## src/rtl/mem_port_arbiter_pkg.sv

```systemverilog
// Shared types and defaults for the unified memory port arbiter.
package mem_arb_pkg;

    typedef enum logic [1:0] {
        IDLE = 2'd0,
        REQ  = 2'd1,
        WAIT = 2'd2
    } state_e;

    typedef enum logic [1:0] {
        OWN_NONE = 2'd0,
        OWN_IF   = 2'd1,
        OWN_D    = 2'd2
    } owner_e;

    // D grants allowed back-to-back while a fetch waits
    localparam int DEFAULT_MAX_DSTREAK = 4;

endpackage

```

## src/rtl/mem_port_arbiter_if.sv

```systemverilog
// Bus bundle between the fetch/memory requesters, the arbiter and the memory.
interface mem_port_arbiter_if #(
    parameter int ADDR_WIDTH = 32,
    parameter int DATA_WIDTH = 32
);
    // fetch requester
    logic                    if_req;
    logic [ADDR_WIDTH-1:0]   if_addr;
    logic                    if_kill;
    logic [DATA_WIDTH-1:0]   if_rdata;
    logic                    if_valid;
    // data requester
    logic                    d_req;
    logic                    d_we;
    logic [DATA_WIDTH/8-1:0] d_be;
    logic [ADDR_WIDTH-1:0]   d_addr;
    logic [DATA_WIDTH-1:0]   d_wdata;
    logic [DATA_WIDTH-1:0]   d_rdata;
    logic                    d_valid;
    // memory side
    logic                    mem_req;
    logic                    mem_we;
    logic [DATA_WIDTH/8-1:0] mem_be;
    logic [ADDR_WIDTH-1:0]   mem_addr;
    logic [DATA_WIDTH-1:0]   mem_wdata;
    logic                    mem_gnt;
    logic                    mem_rvalid;
    logic [DATA_WIDTH-1:0]   mem_rdata;
    // hazard unit
    logic                    stall_if;
    logic                    stall_mem;

    // arbiter view
    modport slave (
        input  if_req, if_addr, if_kill,
        output if_rdata, if_valid,
        input  d_req, d_we, d_be, d_addr, d_wdata,
        output d_rdata, d_valid,
        output mem_req, mem_we, mem_be, mem_addr, mem_wdata,
        input  mem_gnt, mem_rvalid, mem_rdata,
        output stall_if, stall_mem
    );

    // environment view: requesters plus memory
    modport master (
        output if_req, if_addr, if_kill,
        input  if_rdata, if_valid,
        output d_req, d_we, d_be, d_addr, d_wdata,
        input  d_rdata, d_valid,
        input  mem_req, mem_we, mem_be, mem_addr, mem_wdata,
        output mem_gnt, mem_rvalid, mem_rdata,
        input  stall_if, stall_mem
    );

endinterface

```

## src/rtl/mem_port_arbiter.sv

```systemverilog
// Arbiter sharing one single-port I/D memory between fetch and MEM stage.
// One transaction in flight; D wins ties unless fetch has been starved.
//
// state | meaning
// IDLE  | no transaction; pick a requester and latch its fields
// REQ   | mem_req held with stable fields until mem_gnt
// WAIT  | request accepted; waiting for mem_rvalid
module mem_port_arbiter
    import mem_arb_pkg::*;
#(
    parameter int ADDR_WIDTH  = 32,
    parameter int DATA_WIDTH  = 32,
    parameter int MAX_DSTREAK = DEFAULT_MAX_DSTREAK
) (
    input  logic               clk,
    input  logic               rst_n,
    mem_port_arbiter_if.slave  bus
);

    localparam int SW = $clog2(MAX_DSTREAK + 1);
    localparam logic [SW-1:0] STREAK_MAX = SW'(MAX_DSTREAK);

    state_e                  r_state;
    state_e                  w_state_nxt;
    owner_e                  r_owner;
    logic                    r_killed;
    logic [SW-1:0]           r_dstreak;

    logic                    r_mem_req;
    logic                    r_mem_we;
    logic [DATA_WIDTH/8-1:0] r_mem_be;
    logic [ADDR_WIDTH-1:0]   r_mem_addr;
    logic [DATA_WIDTH-1:0]   r_mem_wdata;

    logic                    w_if_live;
    logic                    w_at_max;
    logic                    w_grant_d;
    logic                    w_grant_if;
    logic                    w_if_valid;
    logic                    w_d_valid;

    // A fetch being flushed this cycle is not a contender, so it cannot
    // block D through the starvation rule either.
    assign w_if_live  = bus.if_req & ~bus.if_kill;
    assign w_at_max   = (r_dstreak == STREAK_MAX);
    assign w_grant_d  = (r_state == IDLE) & bus.d_req & ~(w_if_live & w_at_max);
    assign w_grant_if = (r_state == IDLE) & ~w_grant_d & w_if_live;

    assign bus.mem_req   = r_mem_req;
    assign bus.mem_we    = r_mem_we;
    assign bus.mem_be    = r_mem_be;
    assign bus.mem_addr  = r_mem_addr;
    assign bus.mem_wdata = r_mem_wdata;

    // state register
    always_ff @(posedge clk or negedge rst_n) begin
        if (!rst_n) begin
            r_state <= IDLE;
        end else begin
            r_state <= w_state_nxt;
        end
    end

    // next-state decode
    always_comb begin
        w_state_nxt = r_state;
        case (r_state)
            IDLE:    if (w_grant_d || w_grant_if) w_state_nxt = REQ;
            REQ:     if (bus.mem_gnt)             w_state_nxt = WAIT;
            WAIT:    if (bus.mem_rvalid)          w_state_nxt = IDLE;
            default:                              w_state_nxt = IDLE;
        endcase
    end

    // owner, kill tracking, starvation streak and latched request fields
    always_ff @(posedge clk or negedge rst_n) begin
        if (!rst_n) begin
            r_owner     <= OWN_NONE;
            r_killed    <= 1'b0;
            r_dstreak   <= '0;
            r_mem_req   <= 1'b0;
            r_mem_we    <= 1'b0;
            r_mem_be    <= '0;
            r_mem_addr  <= '0;
            r_mem_wdata <= '0;
        end else begin
            if (w_grant_d) begin
                r_owner     <= OWN_D;
                r_mem_req   <= 1'b1;
                r_mem_we    <= bus.d_we;
                r_mem_be    <= bus.d_be;
                r_mem_addr  <= bus.d_addr;
                r_mem_wdata <= bus.d_wdata;
                if (!bus.if_req) begin
                    r_dstreak <= '0;
                end else if (!w_at_max) begin
                    r_dstreak <= r_dstreak + SW'(1);
                end
            end else if (w_grant_if) begin
                r_owner     <= OWN_IF;
                r_mem_req   <= 1'b1;
                r_mem_we    <= 1'b0;
                r_mem_be    <= '1;
                r_mem_addr  <= bus.if_addr;
                r_mem_wdata <= '0;
                r_dstreak   <= '0;
            end

            if (r_state == REQ && bus.mem_gnt) begin
                r_mem_req <= 1'b0;
            end

            if (r_state == WAIT && bus.mem_rvalid) begin
                r_owner  <= OWN_NONE;
                r_killed <= 1'b0;
            end else if (r_owner == OWN_IF && bus.if_kill &&
                         (r_state == REQ || r_state == WAIT)) begin
                r_killed <= 1'b1;
            end
        end
    end

    // response steering and stall requests
    always_comb begin
        w_d_valid     = bus.mem_rvalid & (r_owner == OWN_D);
        w_if_valid    = bus.mem_rvalid & (r_owner == OWN_IF) & ~r_killed & ~bus.if_kill;
        bus.d_valid   = w_d_valid;
        bus.if_valid  = w_if_valid;
        bus.d_rdata   = w_d_valid  ? bus.mem_rdata : '0;
        bus.if_rdata  = w_if_valid ? bus.mem_rdata : '0;
        bus.stall_if  = bus.if_req & ~w_if_valid & ~bus.if_kill;
        bus.stall_mem = bus.d_req & ~w_d_valid;
    end

endmodule

```

## src/flat_wrapper.sv

```systemverilog
// flat-port wrapper written by rule: the top's interface ports become plain ports
module mem_port_arbiter_flat import mem_arb_pkg::*;
#(
    parameter int ADDR_WIDTH  = 32,
    parameter int DATA_WIDTH  = 32,
    parameter int MAX_DSTREAK = DEFAULT_MAX_DSTREAK
)
  (clk, rst_n, bus_if_req, bus_if_addr, bus_if_kill, bus_if_rdata, bus_if_valid, bus_d_req, bus_d_we, bus_d_be, bus_d_addr, bus_d_wdata, bus_d_rdata, bus_d_valid, bus_mem_req, bus_mem_we, bus_mem_be, bus_mem_addr, bus_mem_wdata, bus_mem_gnt, bus_mem_rvalid, bus_mem_rdata, bus_stall_if, bus_stall_mem);
  mem_port_arbiter_if #(.ADDR_WIDTH(ADDR_WIDTH), .DATA_WIDTH(DATA_WIDTH)) bus_i ();
  input  logic clk;
  input  logic rst_n;
  input wire logic [$bits(bus_i.if_req)-1:0] bus_if_req;
  input wire logic [$bits(bus_i.if_addr)-1:0] bus_if_addr;
  input wire logic [$bits(bus_i.if_kill)-1:0] bus_if_kill;
  output wire logic [$bits(bus_i.if_rdata)-1:0] bus_if_rdata;
  output wire logic [$bits(bus_i.if_valid)-1:0] bus_if_valid;
  input wire logic [$bits(bus_i.d_req)-1:0] bus_d_req;
  input wire logic [$bits(bus_i.d_we)-1:0] bus_d_we;
  input wire logic [$bits(bus_i.d_be)-1:0] bus_d_be;
  input wire logic [$bits(bus_i.d_addr)-1:0] bus_d_addr;
  input wire logic [$bits(bus_i.d_wdata)-1:0] bus_d_wdata;
  output wire logic [$bits(bus_i.d_rdata)-1:0] bus_d_rdata;
  output wire logic [$bits(bus_i.d_valid)-1:0] bus_d_valid;
  output wire logic [$bits(bus_i.mem_req)-1:0] bus_mem_req;
  output wire logic [$bits(bus_i.mem_we)-1:0] bus_mem_we;
  output wire logic [$bits(bus_i.mem_be)-1:0] bus_mem_be;
  output wire logic [$bits(bus_i.mem_addr)-1:0] bus_mem_addr;
  output wire logic [$bits(bus_i.mem_wdata)-1:0] bus_mem_wdata;
  input wire logic [$bits(bus_i.mem_gnt)-1:0] bus_mem_gnt;
  input wire logic [$bits(bus_i.mem_rvalid)-1:0] bus_mem_rvalid;
  input wire logic [$bits(bus_i.mem_rdata)-1:0] bus_mem_rdata;
  output wire logic [$bits(bus_i.stall_if)-1:0] bus_stall_if;
  output wire logic [$bits(bus_i.stall_mem)-1:0] bus_stall_mem;
  assign bus_i.if_req = bus_if_req;
  assign bus_i.if_addr = bus_if_addr;
  assign bus_i.if_kill = bus_if_kill;
  assign bus_if_rdata = bus_i.if_rdata;
  assign bus_if_valid = bus_i.if_valid;
  assign bus_i.d_req = bus_d_req;
  assign bus_i.d_we = bus_d_we;
  assign bus_i.d_be = bus_d_be;
  assign bus_i.d_addr = bus_d_addr;
  assign bus_i.d_wdata = bus_d_wdata;
  assign bus_d_rdata = bus_i.d_rdata;
  assign bus_d_valid = bus_i.d_valid;
  assign bus_mem_req = bus_i.mem_req;
  assign bus_mem_we = bus_i.mem_we;
  assign bus_mem_be = bus_i.mem_be;
  assign bus_mem_addr = bus_i.mem_addr;
  assign bus_mem_wdata = bus_i.mem_wdata;
  assign bus_i.mem_gnt = bus_mem_gnt;
  assign bus_i.mem_rvalid = bus_mem_rvalid;
  assign bus_i.mem_rdata = bus_mem_rdata;
  assign bus_stall_if = bus_i.stall_if;
  assign bus_stall_mem = bus_i.stall_mem;
  mem_port_arbiter #(.ADDR_WIDTH(ADDR_WIDTH), .DATA_WIDTH(DATA_WIDTH), .MAX_DSTREAK(MAX_DSTREAK)) u_core (.clk(clk), .rst_n(rst_n), .bus(bus_i));
endmodule
```

## config.mk

```make
export PLATFORM = sky130hd
export DESIGN_NAME = mem_port_arbiter_flat
export DESIGN_NICKNAME = d
export VERILOG_FILES = /design/src/rtl/mem_port_arbiter_pkg.sv /design/src/rtl/mem_port_arbiter_if.sv /design/src/rtl/mem_port_arbiter.sv /design/src/flat_wrapper.sv
export SDC_FILE = /design/constraint.sdc
export NUM_CORES = 1
export LEC_CHECK = 0
export ABC_AREA = 0
export CAP_MARGIN = 20
export CORE_MARGIN = 5
export CORE_UTILIZATION = 41
export CTS_BUF_LIST = sky130_fd_sc_hd__clkbuf_8
export DETAILED_ROUTE_END_ITERATION = 10
export GPL_ROUTABILITY_DRIVEN = 0
export PLACE_DENSITY = 0.93
export SLEW_MARGIN = 20
export SYNTH_ARGS = -nofsm -noshare
export SYNTH_HDL_FRONTEND = slang
export SYNTH_SLANG_ARGS = --single-unit
```

## constraint.sdc

```tcl
create_clock -name clk -period 5.4 [get_ports clk]
set_clock_uncertainty 0.05 [all_clocks]
set_input_delay 0.54 -clock clk [delete_from_list [all_inputs] [get_ports clk]]
set_output_delay 0.54 -clock clk [all_outputs]
set_load 0.05 [all_outputs]
```

==> metrics.cfg <==
[clock_network]
cts_buffers = 9
clk_pin_slew_ns = 0.08
root_buffer = clkbuf_8
post-cts-setup-buffers = 0
cts_tree = built
htree_levels = 3
clk_latency_ns = 0.33
cts_resized = 0
max-clock-path-buffers = 2
cts_sinks = 78
hold_buffers = 0

[pwr]
total_power_mw = 4.16
powerDensity_mw_per_mm2 = 570
leakage_nw = 2.87
peakVddDrop_uv = 405

[floorplanning]
die_w_um = 112
fp.dieH_um = 112
fp-row-count = 37
ios = 278
start_util_pct = 41.7
core_sq_mm = 0.0103
dieArea_sq_mm = 0.0126

[grt]
overflow = 0
grt_pass1_vias = 4497
antenna_found_initial = 0
grt_pass1_wl_um = 25000
grtUsageTotal_pct = 24.6
grt_max_degree = 79

[setup_path]
cp_slowest_cell = clkdlybuf4s50_1
critPathKind = input port to primary output
worst-path-buf-inv = 3
cp_top_family = buffers and inverters
worstSetupEndpointType = primary output
arrival_ns = 2.67
path_max_fanout = 33
max_stage_delay_ns = 0.84
critical_path.cell_chain = clkdlybuf4s50_1, nand4bb_1, nor2_1, buf_4, and2_1, clkdlybuf4s50_1
cp.depth = 6
ff2ff_path_depth = 6
crit_path_start_kind = input port
cp_common_cell = clkdlybuf4s50_1
r2r_slack_ns = 2.63
cp.required_ns = 4.81

[routing]
drt_pre_antenna_iters = 5
wirelength_um = 16100
drtIter0Drc = 342
via_count = 4301
detail-route-antenna-nets = 0
viasPerCell = 5.40
drc = 0
routedWlPerCell_um = 20.2

[placement]
placed_cells = 778
dp_hpwl_um = 11900
port_buffers = 277
placed_area_sq_mm = 0.00705

[logic_synthesis]
synth_area_leaders = dfrtp_1, and2_1, o22a_1
synth_top_area_share_pct = 45.6
synth_seq_cells = 78
netlist_area_sq_mm = 0.00428
yosysWarnings = 0
synthCells = 406
synth.distinct_cells = 36
yosysTopAreaCell = dfrtp_1
ys_seq_area_share_pct = 45.6
syn-num-nets = 553
synth.avg_cell_area_sq_um = 10.6

[sta]
finalCritPeriodShare_pct = 60.4
holdWs_ns = 0.0334
finalSetupViolations = 0
relSlewSlack_pct = 40.1
hold_viol_final = 0
worst_slew_pin_slew_ns = 0.895
grt_setup_unrepaired = no
fmax_ghz = 0.307
tns_ns = 0
period_minus_slack_ns = 3.26
final_max_slew_viol_count = 0

[worst_hold_path]
hold_class = input port to async pin

[outcome]
status = completed

[flow_run]
drv_cap = 0

[finish]
stdcell_area_sq_mm = 0.00730
layout.nets = 802
fin_cells = 796
n_antenna_cell = 0
syn2layout_area_growth_pct = 70.5
layout-drive-gt1-share_pct = 5.61
n_fill_cell = 765

-- synth_stat cells (all sizes together) --
master and count:
dfrtp 78, and2 67, o22a 36, a22o 34, a21boi 33, nand3 32, o221ai 32, buf 28
clkbuf 20, ha 7, inv 7, nand2 4, a21oi 3, mux2 3, nor2 3, a2bb2oi 2
nor2b 2, o211ai 2, a211oi 1, a22oi 1, a311oi 1, a41oi 1, and2b 1, and3 1
and4b 1, nand2b 1, nand4 1, nand4b 1, nand4bb 1, o2111ai 1, o21ai 1
-- worst reg2reg max path: cells and delay by family, from the launching register on --
family	cells	cell delay, ns
AO/OA/AOI/OAI	1	0.24
adder cells (fa/ha/maj)	1	0.18
buffers and inverters	2	0.65
flip-flops	1	0.41
AND/OR/NAND/NOR	2	1.17
-- sequential cells by signal (all words and copies together) (netlist names) --
signal                flops
u_core.bus.mem_addr      32
u_core.bus.mem_be         4
u_core.bus.mem_req        1
u_core.bus.mem_wdata     32
u_core.bus.mem_we         1
u_core.r_dstreak          3
u_core.r_killed           1
u_core.r_owner            2
u_core.r_state            2
-- final cells by class --
type | instances | area [sq um] | area share (%)
repair buffers | 286 | 2890 | 39.6
multi-input cells | 273 | 2060 | 28.3
flip-flops and latches | 78 | 1950 | 26.7
well taps | 136 | 170 | 2.33
clock buffers | 10 | 138 | 1.88
clock inverters | 6 | 61.3 | 0.839
inverters | 7 | 26.3 | 0.360
-- kinds of logic after synthesis --
family                     after synthesis  share of synthesized area, %
DFF                                     78                          45.6
buffers and inverters                   55                          6.63
muxes                                    3                         0.788
and+or+nand+nor                        115                          15.9
adders and majority gates                7                          2.04
AOI/OAI and AO/OA                      148                          29.0
-- placed cells by master (no fill, tap or decap), drive strengths merged, types with 2 or more instances in the layout --
master         netlist  final
a2bb2oi              2      2
and2                67     67
a21oi                3      3
o211ai               2      2
inv                  7      7
o221ai              32     32
dfrtp               78     78
a21boi              33     33
nand2                4      4
ha                   7      7
nor2                 3      3
nand3               32     32
clkbuf              20     10
mux2                 3      3
clkdlybuf4s50        0    275
buf                 28     11
clkinv               0      4
o22a                36     36
a22o                34     34
nor2b                2      2
-- path summary, 6_finish.rpt --
check,startpoint,to
min in group clk,u_core.bus.mem_addr[31],u_core.bus.mem_addr[31]
worst max-delay path,bus_mem_rvalid,bus_if_rdata[20]
worst min-delay path,rst_n,u_core.bus.mem_addr[18]
worst max register to register,u_core.r_state[1],u_core.bus.mem_wdata[10]
max in group asynchronous,rst_n,u_core.r_dstreak[1]
worst min register to register,u_core.bus.mem_addr[31],u_core.bus.mem_addr[31]
-- report_power, final --
group	leakage, nW	internal, mW	total [mW]	switching [mW]
sequential	0.930	0.856	1.03	0.171
clock	0.102	0.225	0.438	0.213
combinational	1.84	0.996	2.70	1.70
total	2.87	2.08	4.16	2.09
-- metrics by stage --
step	worst slack (ns)	util [%]
after floorplan	2.84	-
after global routing	2.01	71.1
after global placement	2.16	68.3
after detailed placement	2.15	68.6
final	2.14	71.1
after CTS	2.14	70.5
-- routing by layer --
| layer | GRT usage (%) | vias up | wire (um) |
|---|---|---|---|
| li1 | - | 2009 | - |
| met1 | 31.8 | 2098 | 6490 |
| met2 | 41.2 | 176 | 8090 |
| met3 | 7.28 | 18 | 1260 |
| met4 | 5.13 | 0 | 223 |
| met5 | 0 | - | 0 |
Note: power is estimated with default switching activity, not from simulation.
==> variant, RTL diff (same flow settings) <==
Reset style: synchronous (`rst_n`), changed in 2 clocked blocks.
--- a/src/rtl/mem_port_arbiter.sv
+++ b/src/rtl/mem_port_arbiter.sv
@@ -53,7 +53,7 @@
     assign bus.mem_wdata = r_mem_wdata;
 
     // state register
-    always_ff @(posedge clk or negedge rst_n) begin
+    always_ff @(posedge clk) begin
         if (!rst_n) begin
             r_state <= IDLE;
         end else begin
@@ -73,7 +73,7 @@
     end
 
     // owner, kill tracking, starvation streak and latched request fields
-    always_ff @(posedge clk or negedge rst_n) begin
+    always_ff @(posedge clk) begin
         if (!rst_n) begin
             r_owner     <= OWN_NONE;
             r_killed    <= 1'b0;
Check against the original RTL: differs if rst_n is asserted again (counterexample within 4 cycles, from zero or initial values and one cycle with rst_n low); with rst_n held inactive, the same outputs for 4 cycles.
==> variant against the original RTL <==
  * Routed wire length decreased by 9.7%
  * Via count decreased by 2.2%
  * Critical endpoint is now bus_if_rdata[27]
  * Largest power group unchanged
  * Sequential cell count unchanged
  * Cell area decreased by 9.4%
  * Power decreased by 33%
  * Die area decreased by 14%
  * Combinational power decreased by 43%
  * Synthesized area decreased by 15%
  * Critical path depth decreased by 2
  * Synthesized cell count increased by 7.1%
  * Utilization increased by 5.2 points
  * Setup slack got worse by 0.045 ns
  * Highest routed layer unchanged
  * Clock power increased by 11%
==> variant: results (changes against the original RTL) <==
- Outcome: finished, final reports clean
* Crit path largest cell delay: 0.80 ns (-0.04 ns)
- Vias post-DR: 4,208 (-2.2%)
- Number of distinct library cells after synthesis: 29 (-19%)
- The number of nets in the synthesized netlist came to 582 (+5.2%).
* Hold crit path type: flop to flop
* Vias in the first global route: 4,493 (-0.089%)
- Worst hold-check slack: 0.4388 ns (+0.4054 ns)
- Worst rel slew slack: 46.77% (+6.6 points)
- The fraction of the core area covered by cells at the end of the flow was 76.28% (+5.2 points).
* Number of violations reported at the end of detailed-routing iteration 0: 171 (-50%)
* Fraction of registers with async set/reset: 0% (-100 points)
- Worst reg2reg path depth: 7 (+1)
* Shortest clock period the worst path allows after layout: 3.307 ns (+0.04507 ns)
- The placed instance count came to 788 (+1.3%).
- The arrival time of data at the critical path endpoint was 2.72 ns (+0.05 ns).
- Fin nets: 838 (+4.5%)
- The part of the Yosys area used for sequential elements is 42.98% (-2.6 points).
* Drt wl/cell: 18.02 um (-11%)
- Worst ir drop on vdd: 0.0002304 V (-43%)
- Global-route wire length before repair: 22,760 um (-9.0%)
* Ratio of cells with drive above 1 in the final layout: 4.454% (-1.2 points)
* Pin count of the biggest net entering global routing: 42 (-47%)
* Post-DP Area: 6392 um2 (-9.3%)
- Mean Syn Cell Area: 8.353 um2 (-21%)
- The worst register-to-register path begins at u_core.r_state[1].
- The detailed-router iteration count before antenna repair was 6 (+1).
* Slack of the worst reg-to-reg path: 2.85 ns (+0.22 ns)
* Worst slack at placement: 2.118 ns (-0.03208 ns)
- Initial antenna violation count: 1 (+1)
- The post-layout instance count excluding filler cells is 805 (+1.1%).
- Crit Reg-Reg Endpoint: u_core.bus.mem_wdata[18]
- Layout filler cell count: 629 (-18%)
- Gr usage total: 25.46% (+0.87 points)
- Cells taking the most area after synthesis: sky130_fd_sc_hd__dfxtp_1 (43%), sky130_fd_sc_hd__and2_1 (11%), sky130_fd_sc_hd__a21oi_1 (9.6%), sky130_fd_sc_hd__a22oi_1 (6.8%), sky130_fd_sc_hd__nor2b_1 (6.4%)
* Leakage power figure: 2.513 nW (-13%)
- The detailed placement HPWL is 11,200 um (-6.1%).
[variant: cell count changes in the layout (fill, tap and decap cells not counted), sizes merged, moves of 33 or more]
cell and change:
o21ai +37, a21oi +68, dfrtp -78, dfxtp +78
o22a -36, nor2b +36, nand2 +37, a21boi -33
a22o -34
[variant: final cells by class]
cell class | count | share of cell area [%]
clock inverters | 6 | 1.304
clock buffers | 10 | 2.079
multi-input cells | 315 | 28.35
diodes | 1 | 0.03780
repair buffers | 281 | 42.26
flip-flops and latches | 78 | 23.59
inverters | 6 | 0.3402
well taps | 108 | 2.041
[variant: logic make-up after synthesis]
logic type | synth area share (%)
DFF | 42.98
AOI/OAI and AO/OA | 24.62
buffers and inverters | 5.854
and+or+nand+nor | 24.14
adders and majority gates | 2.410
[variant: per-layer routing]
metal	vias up	track usage, %	routed length (um)
met2	228	47.18	7573
met1	1930	25.11	4904
met4	0	13.78	750
met3	49	7.573	1280
li1	2001	-	-
met5	-	0	0
[variant: power breakdown]
group / switching [W] / internal (W) / total (W)
sequential: 0.0000775 / 0.000718 / 0.000795
clock: 0.000213 / 0.000271 / 0.000484
combinational: 0.00100 / 0.000525 / 0.00153
total: 0.00129 / 0.00151 / 0.00281
[variant: worst max path at each step]
stage,start,to,depth (start not counted)
after floorplan,bus_mem_rvalid,bus_d_rdata[16],4
after global placement,bus_if_kill,bus_if_rdata[0],4
after detailed placement,bus_if_kill,bus_if_rdata[27],4
after CTS,bus_if_kill,bus_if_rdata[27],4
after global routing,bus_if_kill,bus_if_rdata[29],4
final,bus_if_kill,bus_if_rdata[27],4
